--- config.mk ---
export PLATFORM = sky130hd
export DESIGN_NAME = dec_i2c_rx
export DESIGN_NICKNAME = d
export VERILOG_FILES = /design/src/rtl/dec_i2c_rx.sv
export SDC_FILE = /design/constraint.sdc
export NUM_CORES = 1
export LEC_CHECK = 0
export BUFFER_PORTS_ARGS = -buffer_cell sky130_fd_sc_hd__buf_2
export CORE_ASPECT_RATIO = 1.2
export CORE_MARGIN = 2
export CORE_UTILIZATION = 40
export CTS_BUF_LIST = sky130_fd_sc_hd__clkbuf_2
export CTS_CLUSTER_SIZE = 24
export DETAILED_ROUTE_END_ITERATION = 7
export SLEW_MARGIN = 20
export SYNTH_ARGS = -nofsm -noshare
export SYNTH_HDL_FRONTEND = slang
export SYNTH_SLANG_ARGS = --single-unit
--- constraint.sdc ---
create_clock -name clk -period 1.67 [get_ports clk]
set_clock_uncertainty 0.15 [all_clocks]
set_input_delay 0.334 -clock clk [delete_from_list [all_inputs] [get_ports clk]]
set_output_delay 0.334 -clock clk [all_outputs]
set_load 0.05 [all_outputs]
--- src/rtl/dec_i2c_rx.sv ---
// I2C target receiver: synchronises scl/sda, tracks START/STOP, matches the
// 7-bit address, ACKs write bytes up to MAX_BYTES and strobes each received byte.
module dec_i2c_rx #(
  parameter int SYNC_STAGES     = 2,
  parameter int MAX_BYTES       = 4,
  parameter int GENERAL_CALL_EN = 1,
  parameter int BCOUNT_W        = 3
) (
  input  logic                clk,
  input  logic                reset,
  input  logic                scl,
  input  logic                sda_in,
  output logic                sda_oe,
  input  logic [6:0]          endereco_local,
  output logic [6:0]          endereco_recebido,
  output logic                operacao,
  output logic                casou,
  output logic [7:0]          dado_rx,
  output logic                dado_valido,
  output logic [BCOUNT_W-1:0] byte_count,
  output logic                start_det,
  output logic                stop_det,
  output logic                ocupado
);

  typedef enum logic [2:0] {IDLE, ADDR, ADDR_ACK, DATA, DATA_ACK, IGNORE} state_t;

  localparam logic [BCOUNT_W-1:0] MAX_B  = BCOUNT_W'(MAX_BYTES);
  localparam logic [BCOUNT_W-1:0] BC_SAT = '1;

  logic [SYNC_STAGES-1:0] scl_sync_reg, sda_sync_reg;
  logic scl_d_reg, sda_d_reg;
  logic scl_s, sda_s, scl_rise, scl_fall, start_cond, stop_cond;

  state_t              state_reg, state_next;
  logic [2:0]          bit_reg, bit_next;
  logic [6:0]          shift_reg, shift_next;
  logic                ack_on_reg, ack_on_next;
  logic                sda_oe_reg, sda_oe_next;
  logic [6:0]          addr_reg, addr_next;
  logic                op_reg, op_next;
  logic                casou_reg, casou_next;
  logic [7:0]          dado_reg, dado_next;
  logic                valid_reg, valid_next;
  logic [BCOUNT_W-1:0] bcount_reg, bcount_next;
  logic                start_reg, start_next;
  logic                stop_reg, stop_next;
  logic                busy_reg, busy_next;
  logic [7:0]          byte_w;
  logic                addr_hit;

  // Synchronisers preset to 1 so an idle bus never looks like an edge after reset.
  always_ff @(posedge clk or negedge reset) begin
    if (!reset) begin
      scl_sync_reg <= '1;
      sda_sync_reg <= '1;
      scl_d_reg    <= 1'b1;
      sda_d_reg    <= 1'b1;
    end else begin
      scl_sync_reg <= {scl_sync_reg[SYNC_STAGES-2:0], scl};
      sda_sync_reg <= {sda_sync_reg[SYNC_STAGES-2:0], sda_in};
      scl_d_reg    <= scl_sync_reg[SYNC_STAGES-1];
      sda_d_reg    <= sda_sync_reg[SYNC_STAGES-1];
    end
  end

  assign scl_s      = scl_sync_reg[SYNC_STAGES-1];
  assign sda_s      = sda_sync_reg[SYNC_STAGES-1];
  assign scl_rise   = scl_s & ~scl_d_reg;
  assign scl_fall   = ~scl_s & scl_d_reg;
  assign start_cond = scl_s & sda_d_reg & ~sda_s;
  assign stop_cond  = scl_s & ~sda_d_reg & sda_s;
  assign byte_w     = {shift_reg, sda_s};
  assign addr_hit   = (byte_w[7:1] == endereco_local) ||
                      ((GENERAL_CALL_EN != 0) && (byte_w[7:1] == 7'h00) && !byte_w[0]);

  always_ff @(posedge clk or negedge reset) begin
    if (!reset) begin
      state_reg  <= IDLE;
      bit_reg    <= '0;
      shift_reg  <= '0;
      ack_on_reg <= 1'b0;
      sda_oe_reg <= 1'b0;
      addr_reg   <= '0;
      op_reg     <= 1'b0;
      casou_reg  <= 1'b0;
      dado_reg   <= '0;
      valid_reg  <= 1'b0;
      bcount_reg <= '0;
      start_reg  <= 1'b0;
      stop_reg   <= 1'b0;
      busy_reg   <= 1'b0;
    end else begin
      state_reg  <= state_next;
      bit_reg    <= bit_next;
      shift_reg  <= shift_next;
      ack_on_reg <= ack_on_next;
      sda_oe_reg <= sda_oe_next;
      addr_reg   <= addr_next;
      op_reg     <= op_next;
      casou_reg  <= casou_next;
      dado_reg   <= dado_next;
      valid_reg  <= valid_next;
      bcount_reg <= bcount_next;
      start_reg  <= start_next;
      stop_reg   <= stop_next;
      busy_reg   <= busy_next;
    end
  end

  always_comb begin
    state_next  = state_reg;
    bit_next    = bit_reg;
    shift_next  = shift_reg;
    ack_on_next = ack_on_reg;
    sda_oe_next = sda_oe_reg;
    addr_next   = addr_reg;
    op_next     = op_reg;
    casou_next  = casou_reg;
    dado_next   = dado_reg;
    valid_next  = 1'b0;
    bcount_next = bcount_reg;
    start_next  = 1'b0;
    stop_next   = 1'b0;
    busy_next   = busy_reg;

    if (start_cond) begin
      start_next  = 1'b1;
      busy_next   = 1'b1;
      casou_next  = 1'b0;
      bcount_next = '0;
      bit_next    = '0;
      ack_on_next = 1'b0;
      sda_oe_next = 1'b0;
      state_next  = ADDR;
    end else if (stop_cond) begin
      stop_next   = 1'b1;
      busy_next   = 1'b0;
      casou_next  = 1'b0;
      bit_next    = '0;
      ack_on_next = 1'b0;
      sda_oe_next = 1'b0;
      state_next  = IDLE;
    end else begin
      case (state_reg)
        ADDR: if (scl_rise) begin
          shift_next = byte_w[6:0];
          bit_next   = bit_reg + 3'd1;
          if (bit_reg == 3'd7) begin
            addr_next   = byte_w[7:1];
            op_next     = byte_w[0];
            ack_on_next = 1'b0;
            if (addr_hit) begin
              casou_next = 1'b1;
              state_next = ADDR_ACK;
            end else begin
              state_next = IGNORE;
            end
          end
        end
        DATA: if (scl_rise) begin
          shift_next = byte_w[6:0];
          bit_next   = bit_reg + 3'd1;
          if (bit_reg == 3'd7) begin
            dado_next   = byte_w;
            valid_next  = 1'b1;
            ack_on_next = 1'b0;
            if (bcount_reg != BC_SAT) bcount_next = bcount_reg + BCOUNT_W'(1);
            state_next  = DATA_ACK;
          end
        end
        ADDR_ACK, DATA_ACK: begin
          // ACK slot spans from the fall that ends bit 8 to the fall that ends bit 9.
          if (state_reg == DATA_ACK && bcount_reg > MAX_B) begin
            sda_oe_next = 1'b0;
            state_next  = IGNORE;
          end else if (scl_fall) begin
            if (!ack_on_reg) begin
              sda_oe_next = 1'b1;
              ack_on_next = 1'b1;
            end else begin
              sda_oe_next = 1'b0;
              ack_on_next = 1'b0;
              bit_next    = '0;
              state_next  = (state_reg == ADDR_ACK && op_reg) ? IGNORE : DATA;
            end
          end
        end
        IGNORE: sda_oe_next = 1'b0;
        default: ;
      endcase
    end
  end

  assign sda_oe            = sda_oe_reg;
  assign endereco_recebido = addr_reg;
  assign operacao          = op_reg;
  assign casou             = casou_reg;
  assign dado_rx           = dado_reg;
  assign dado_valido       = valid_reg;
  assign byte_count        = bcount_reg;
  assign start_det         = start_reg;
  assign stop_det          = stop_reg;
  assign ocupado           = busy_reg;

endmodule

=== After elaboration in Yosys (flattened, before gate mapping) ===
Cells that the tools add are included.

* Register bits after elaboration: 45
* Latch bits: 0
* RAM bits: 0
* ROM bits: 0
* Input port bits: 11
* Logic and storage cells: 135
* Memories: 0

* $add $sub $neg: 2
* $mul: 0
* Divide/modulo/power cells: 0
* $lt $le $gt $ge: 1
* Eq/ne operators: 20
* Shift operators: 0
* Multiplexer cells: 53
* Bitwise operators: 12
* Reductions and logical operators: 29

{| class="wikitable"
|+ Operators by type and width
! kind !! count
|-
| $mux 3 || 23
|-
| $ne 4x4->1 const B || 7
|-
| $mux 1 || 26
|-
| $reduce_and 5->1 || 5
|-
| $reduce_bool 3->1 || 4
|-
| $ne 5x5->1 const B || 2
|-
| $reduce_bool 2->1 || 5
|-
| $eq 3x3->1 const B || 3
|-
| $pmux 3 s3 || 1
|-
| $ne 4x1->1 const B || 2
|-
| $reduce_and 4->1 || 2
|-
| $reduce_bool 4->1 || 2
|-
| $eq 7x7->1 || 1
|-
| $logic_not 7->1 || 1
|-
| $reduce_and 7->1 || 1
|-
| $add 3x1->3 const B || 2
|-
| $and 1x1->1 || 6
|-
| $eq 3x2->1 const B || 2
|-
| $not 1->1 || 6
|-
| $pmux 3 s2 || 1
|-
| $reduce_bool 5->1 || 1
|-
| $pmux 1 s2 || 2
|-
| $reduce_or 2->1 || 2
|-
| $eq 3x1->1 const B || 1
|-
| other kinds (7) || 9
|}

=== Logic depth before layout (Yosys ltp) ===
* Depth after elaboration: 9
* Gate-level depth with buffers: 7

=== Worst setup path before layout ===
OpenSTA, ideal clock, no wires.

* Path kind: flip-flop to flip-flop
* Start point: register bcount_reg[0], in the netlist byte_count[0]
* End point: register state_reg[1]
* Arrival: 1,892 ps
* Required time: 1,394 ps
* Setup slack: -498 ps
* Stages on the path, launching flop included: 7
* Path buffers: 0
* Clock period less this slack: 2,168 ps
* Path through: dfrtp_1 inv_1 ha_1 nand2b_1 a211o_1 o2bb2ai_2 a221o_1

* Cells in the longest elaborated chain, start to end: 6
* Elaborated cells on any way between the ends: 9
* Those cells by class: 1 x order compare; 2 x eq/ne; 4 x mux; 2 x reduce/logical

{| class="wikitable"
|+ RTL lines
! what !! RTL line !! RTL
|-
| start: declaration || 45 || <nowiki>logic [BCOUNT_W-1:0] bcount_reg, bcount_next;</nowiki>
|-
| start signal: assignment || 104 || <nowiki>bcount_reg <= bcount_next;</nowiki>
|-
| $gt 3x3->1 * || 174 || <nowiki>if (state_reg == DATA_ACK && bcount_reg > MAX_B) begin</nowiki>
|-
| $logic_and 1x1->1 * || 174 ||
|-
| $mux 3 || 174 ||
|-
| $pmux 3 s3 || 145 || <nowiki>case (state_reg)</nowiki>
|-
| $mux 3 || 136 || <nowiki>end else if (stop_cond) begin</nowiki>
|-
| $mux 3 || 127 || <nowiki>if (start_cond) begin</nowiki>
|-
| end signal: assignment || 94 || <nowiki>state_reg <= state_next;</nowiki>
|-
| end: declaration || 35 || <nowiki>state_t state_reg, state_next;</nowiki>
|}

Mark *: on every way between the ends. The rest lies on a longest branch, timed or not.
A chain may end at the register's enable or synchronous reset.

=== Final worst setup path ===
* Start point: register bcount_reg[1], in the netlist byte_count[1]
* End point: register state_reg[0]

The elaborated chain is that of the path after synthesis.

==> metrics.log <==
[metrics] outcome: complete, but fails checks
[metrics] failing checks: setup timing
[metrics] Max-slew headroom: 80.8%
[metrics] standard cell with the maximum stage delay on the critical path: sky130_fd_sc_hd__dfrtp_2
[metrics] worst hold stages: 0
[metrics] max-cap check violation count: 0
[metrics] maximum fanout count along the critical path: 3
[metrics] top_reg_cell synth: sky130_fd_sc_hd__dfrtp_1
[metrics] fin crit period: 1870 ps
[metrics] leakage power summed over all cells: 1.64 nW
[metrics] Tightest Hold Check Type: reg2reg
[metrics] critical path launch point type: flip-flop
[metrics] crit end category: flip-flop
[metrics] die span in x: 71.4 um
[metrics] total DRC errors in the routed layout: 0
[metrics] Initial Utilization: 41.4%
[metrics] worst endpoint required time: ~1900 ps
[metrics] detailed-route wire length per cell: roughly 15 um
[metrics] DRT antenna net count: 0
[metrics] layout cell share with drive strength beyond 1: 57.0%
[metrics] setup repair after global routing missed its margin: yes
[metrics] hold wc startpoint: scl_sync_reg[0]$_DFF_PN1_
[metrics] synthesized cell area: ~0.0022 sq mm
[metrics] worst-margin pin slew: around 290 ps
[metrics] Synth async-reset ratio: 100%
[metrics] post-layout worst setup margin: -201 ps
[metrics] Max IR drop VDD: 0.603 mV
[metrics] Antenna Cells: 0
[metrics] global-route total usage across every layer: 17.5%
[metrics] total power: 3.15 mW
[metrics] first-pass iteration count of the detailed router: 3
[metrics] cts bufs inserted: 5
[metrics] dpl hpwl: 3340 um
[metrics] arrival time worst endpoint: approximately 2100 ps
[metrics] Placer Congestion: 0.822
[metrics] Worst Reg2Reg Path Length in Cells: 8
[metrics] number of failing hold endpoints at the final stage: 0
[metrics] antenna violations before repair: 0
[metrics] number of nets at the end of the flow: between 200 and 300
[metrics] Syn. warnings: 0
[metrics] sum of negative setup slack: -3230 ps
[metrics] synthesis-to-finish area growth: 41.3%
[metrics] remaining global-route overflow: 0
[metrics] number of clock sinks seen by CTS: 45
[metrics] overall routed net length: 4790 um
[metrics] origin of the critical flop-to-flop path: byte_count[1]$_DFFE_PN0P_
[metrics] count of buffer and inverter cells on the critical path: 2
[metrics] total number of placement rows: 29
[metrics] Max Fclk: 534 MHz
[metrics] flip-flop count of the largest register after layout: 8
[metrics] cell family with the largest share of critical-path delay: compound AO/OA/AOI/OAI gates
[metrics] number of DRC violations after detailed-routing iteration 0: 39
[metrics] total die area: approximately 0.0061 sq mm
[metrics] maximum number of pins on one net before global-route repair: 46
[metrics] TritonCTS clock tree: built
[metrics] number of global-route vias before repair: between 1,500 and 2,000
[metrics] total core area: about 0.0053 sq mm
[metrics] max-slew violations: 0
[metrics] I/O pins: 36
[metrics] nets in the synthesized netlist: between 150 and 200
[metrics] number of instances in the synthesized netlist: 179
[metrics] Chip Height: 84.9 um
[metrics] standard cell area after detailed placement: 0.00279 sq mm
[metrics] Power per Cell Area: 1020 mW/mm^2
[metrics] syn_area_per_cell: roughly 12 sq um
[metrics] largest buffer count on any clock path: 2
[metrics] count of different cell masters after synthesis: 49
[metrics] sequential fraction of the synthesis area: 52.0%
[metrics] cell at the root of the clock tree: sky130_fd_sc_hd__clkbuf_2
[metrics] area of all placed cells without fillers: 0.00308 sq mm
[metrics] Critical Setup Path Class: reg2reg
[metrics] number of flip-flops and latches in the synthesized netlist: 45
[metrics] global-route wire length before repair: between 8000 and 9000 um
[metrics] critical path cell sequence: inv_2, ha_2, nand2b_4, a211o_1, o2bb2ai_4, buf_4, a21oi_2, o31ai_2
[metrics] worst r2r dst: state_reg[0]$_DFFE_PN0P_
[metrics] Port Buffer Count: 35
[metrics] Crit path largest cell delay: approximately 430 ps
[metrics] register-to-register setup slack: -200 ps
[metrics] Worst-Skew Late Latency: ~430 ps
[metrics] total number of vias: 1,628
[metrics] Hold Crit Endpoint: scl_sync_reg[1]$_DFF_PN1_
[metrics] final core occ: around three fifths
[metrics] clock transition at the registers of the reported paths: 220 ps
[metrics] via count normalized by instance count: approximately 5
[metrics] number of enable flip-flop cells after synthesis: 0
[metrics] post-route clock period utilization: 112%
[metrics] H-tree levels: 2
[metrics] final setup vio count: 27
==> cell families (layout without fill, tap and decap cells) <==
kind of cell / count (synthesis) / count (layout) / synth area share, %
simple gates: 58 / 59 / 15.4
flops: 45 / 45 / 52.0
compound gates: 31 / 31 / 11.1
mux: 20 / 20 / 11.7
buf+inv: 11 / 96 / 3.21
xor+xnor: 9 / 9 / 3.62
fa+ha+maj: 5 / 5 / 2.87
==> final cells by class <==
| type | count | area, sq um |
|---|---|---|
| fill | 421 | 2180 |
| multi-input combinational | 124 | 1190 |
| sequential | 45 | 1140 |
| timing repair buffer | 83 | 618 |
| tap | 62 | 77.6 |
| clock buffer | 6 | 30.0 |
| inverter | 5 | 18.8 |
| clock inverter | 2 | 11.3 |
==> how the worst max path moves through the flow <==
stage	startpoint	to	slack, ps	depth (start not counted)
after floorplan	byte_count[0]$_DFFE_PN0P_	state_reg[1]$_DFFE_PN0P_	-280	6
after global placement	bit_reg[0]$_DFFE_PN0P_	state_reg[1]$_DFFE_PN0P_	-210	7
after detailed placement	sda_sync_reg[1]$_DFF_PN1_	state_reg[1]$_DFFE_PN0P_	-210	6
after CTS	sda_sync_reg[1]$_DFF_PN1_	state_reg[1]$_DFFE_PN0P_	-210	5
after global routing	sda_sync_reg[1]$_DFF_PN1_	state_reg[0]$_DFFE_PN0P_	-300	7
final	byte_count[1]$_DFFE_PN0P_	state_reg[0]$_DFFE_PN0P_	-200	8
==> power breakdown <==
group	total, mW	internal, mW	switching (mW)
combinational	1.37	0.701	0.667
sequential	1.32	1.22	0.100
clock	0.457	0.104	0.353
total	3.15	2.03	1.12
==> Yosys cell counts, types with 3 or more instances <==
library cell	number	area, sq um
sky130_fd_sc_hd__inv_1	5	18.8
sky130_fd_sc_hd__mux2_4	8	120
sky130_fd_sc_hd__xor2_1	7	61.3
sky130_fd_sc_hd__mux2_2	12	135
sky130_fd_sc_hd__nor3_1	3	15.0
sky130_fd_sc_hd__o21ai_0	8	40.0
sky130_fd_sc_hd__nand2b_1	5	31.3
sky130_fd_sc_hd__ha_1	5	62.6
sky130_fd_sc_hd__nor2_1	7	26.3
sky130_fd_sc_hd__a22o_1	4	35.0
sky130_fd_sc_hd__dfstp_2	6	158
sky130_fd_sc_hd__a21oi_1	3	15.0
sky130_fd_sc_hd__nand2_1	25	93.8
sky130_fd_sc_hd__dfrtp_1	39	976
==> timing repair <==
item | CTS | global route
pin swaps | 15 | 10
hold buffers | 3 | 0
gates cloned | 1 | 0
gates resized for setup | 29 | 18
endpoints found under the setup margin | 31 | 32
hold endpoints to repair | 47 | 0
setup buffers | 5 | 0
==> placed cells by master, fill, tap and decap left out, types with 2 or more instances in the layout <==
master                           n
sky130_fd_sc_hd__dfrtp_1        37
sky130_fd_sc_hd__buf_4          35
sky130_fd_sc_hd__buf_2          31
sky130_fd_sc_hd__nand2_1        24
sky130_fd_sc_hd__mux2_4         16
sky130_fd_sc_hd__buf_6          10
sky130_fd_sc_hd__xor2_1          6
sky130_fd_sc_hd__clkbuf_2        6
sky130_fd_sc_hd__dfstp_2         6
sky130_fd_sc_hd__nor2_1          4
sky130_fd_sc_hd__mux2_2          4
sky130_fd_sc_hd__o21ai_1         4
sky130_fd_sc_hd__a22o_1          4
sky130_fd_sc_hd__inv_1           3
sky130_fd_sc_hd__nor2_2          3
sky130_fd_sc_hd__nand2b_1        3
sky130_fd_sc_hd__nand3b_4        3
sky130_fd_sc_hd__ha_1            3
sky130_fd_sc_hd__dlygate4sd3_1   3
sky130_fd_sc_hd__inv_2           2
sky130_fd_sc_hd__and2_4          2
sky130_fd_sc_hd__nand2b_4        2
sky130_fd_sc_hd__a21o_1          2
sky130_fd_sc_hd__or4_4           2
sky130_fd_sc_hd__o21ai_0         2
sky130_fd_sc_hd__o21ai_2         2
sky130_fd_sc_hd__dfrtp_2         2
sky130_fd_sc_hd__buf_8           2
==> metrics by stage <==
stage,std cells,hold WS (ps),setup WS (ps)
after floorplan,179,-112,-279
after global placement,311,181,-212
after detailed placement,311,181,-211
after CTS,327,223,-208
after global routing,327,228,-297
final,327,222,-201
==> routing by layer <==
metal / share of wire, % / up-vias / GRT usage, %
met2: 49 / 25 / 28.5
li1: - / 806 / -
met1: 47 / 791 / 23.4
met5: 0 / - / 0
met3: 3.0 / 6 / 3.33
met4: 1.2 / 0 / 6.17
No activity file was read; power rests on OpenSTA's default activity.
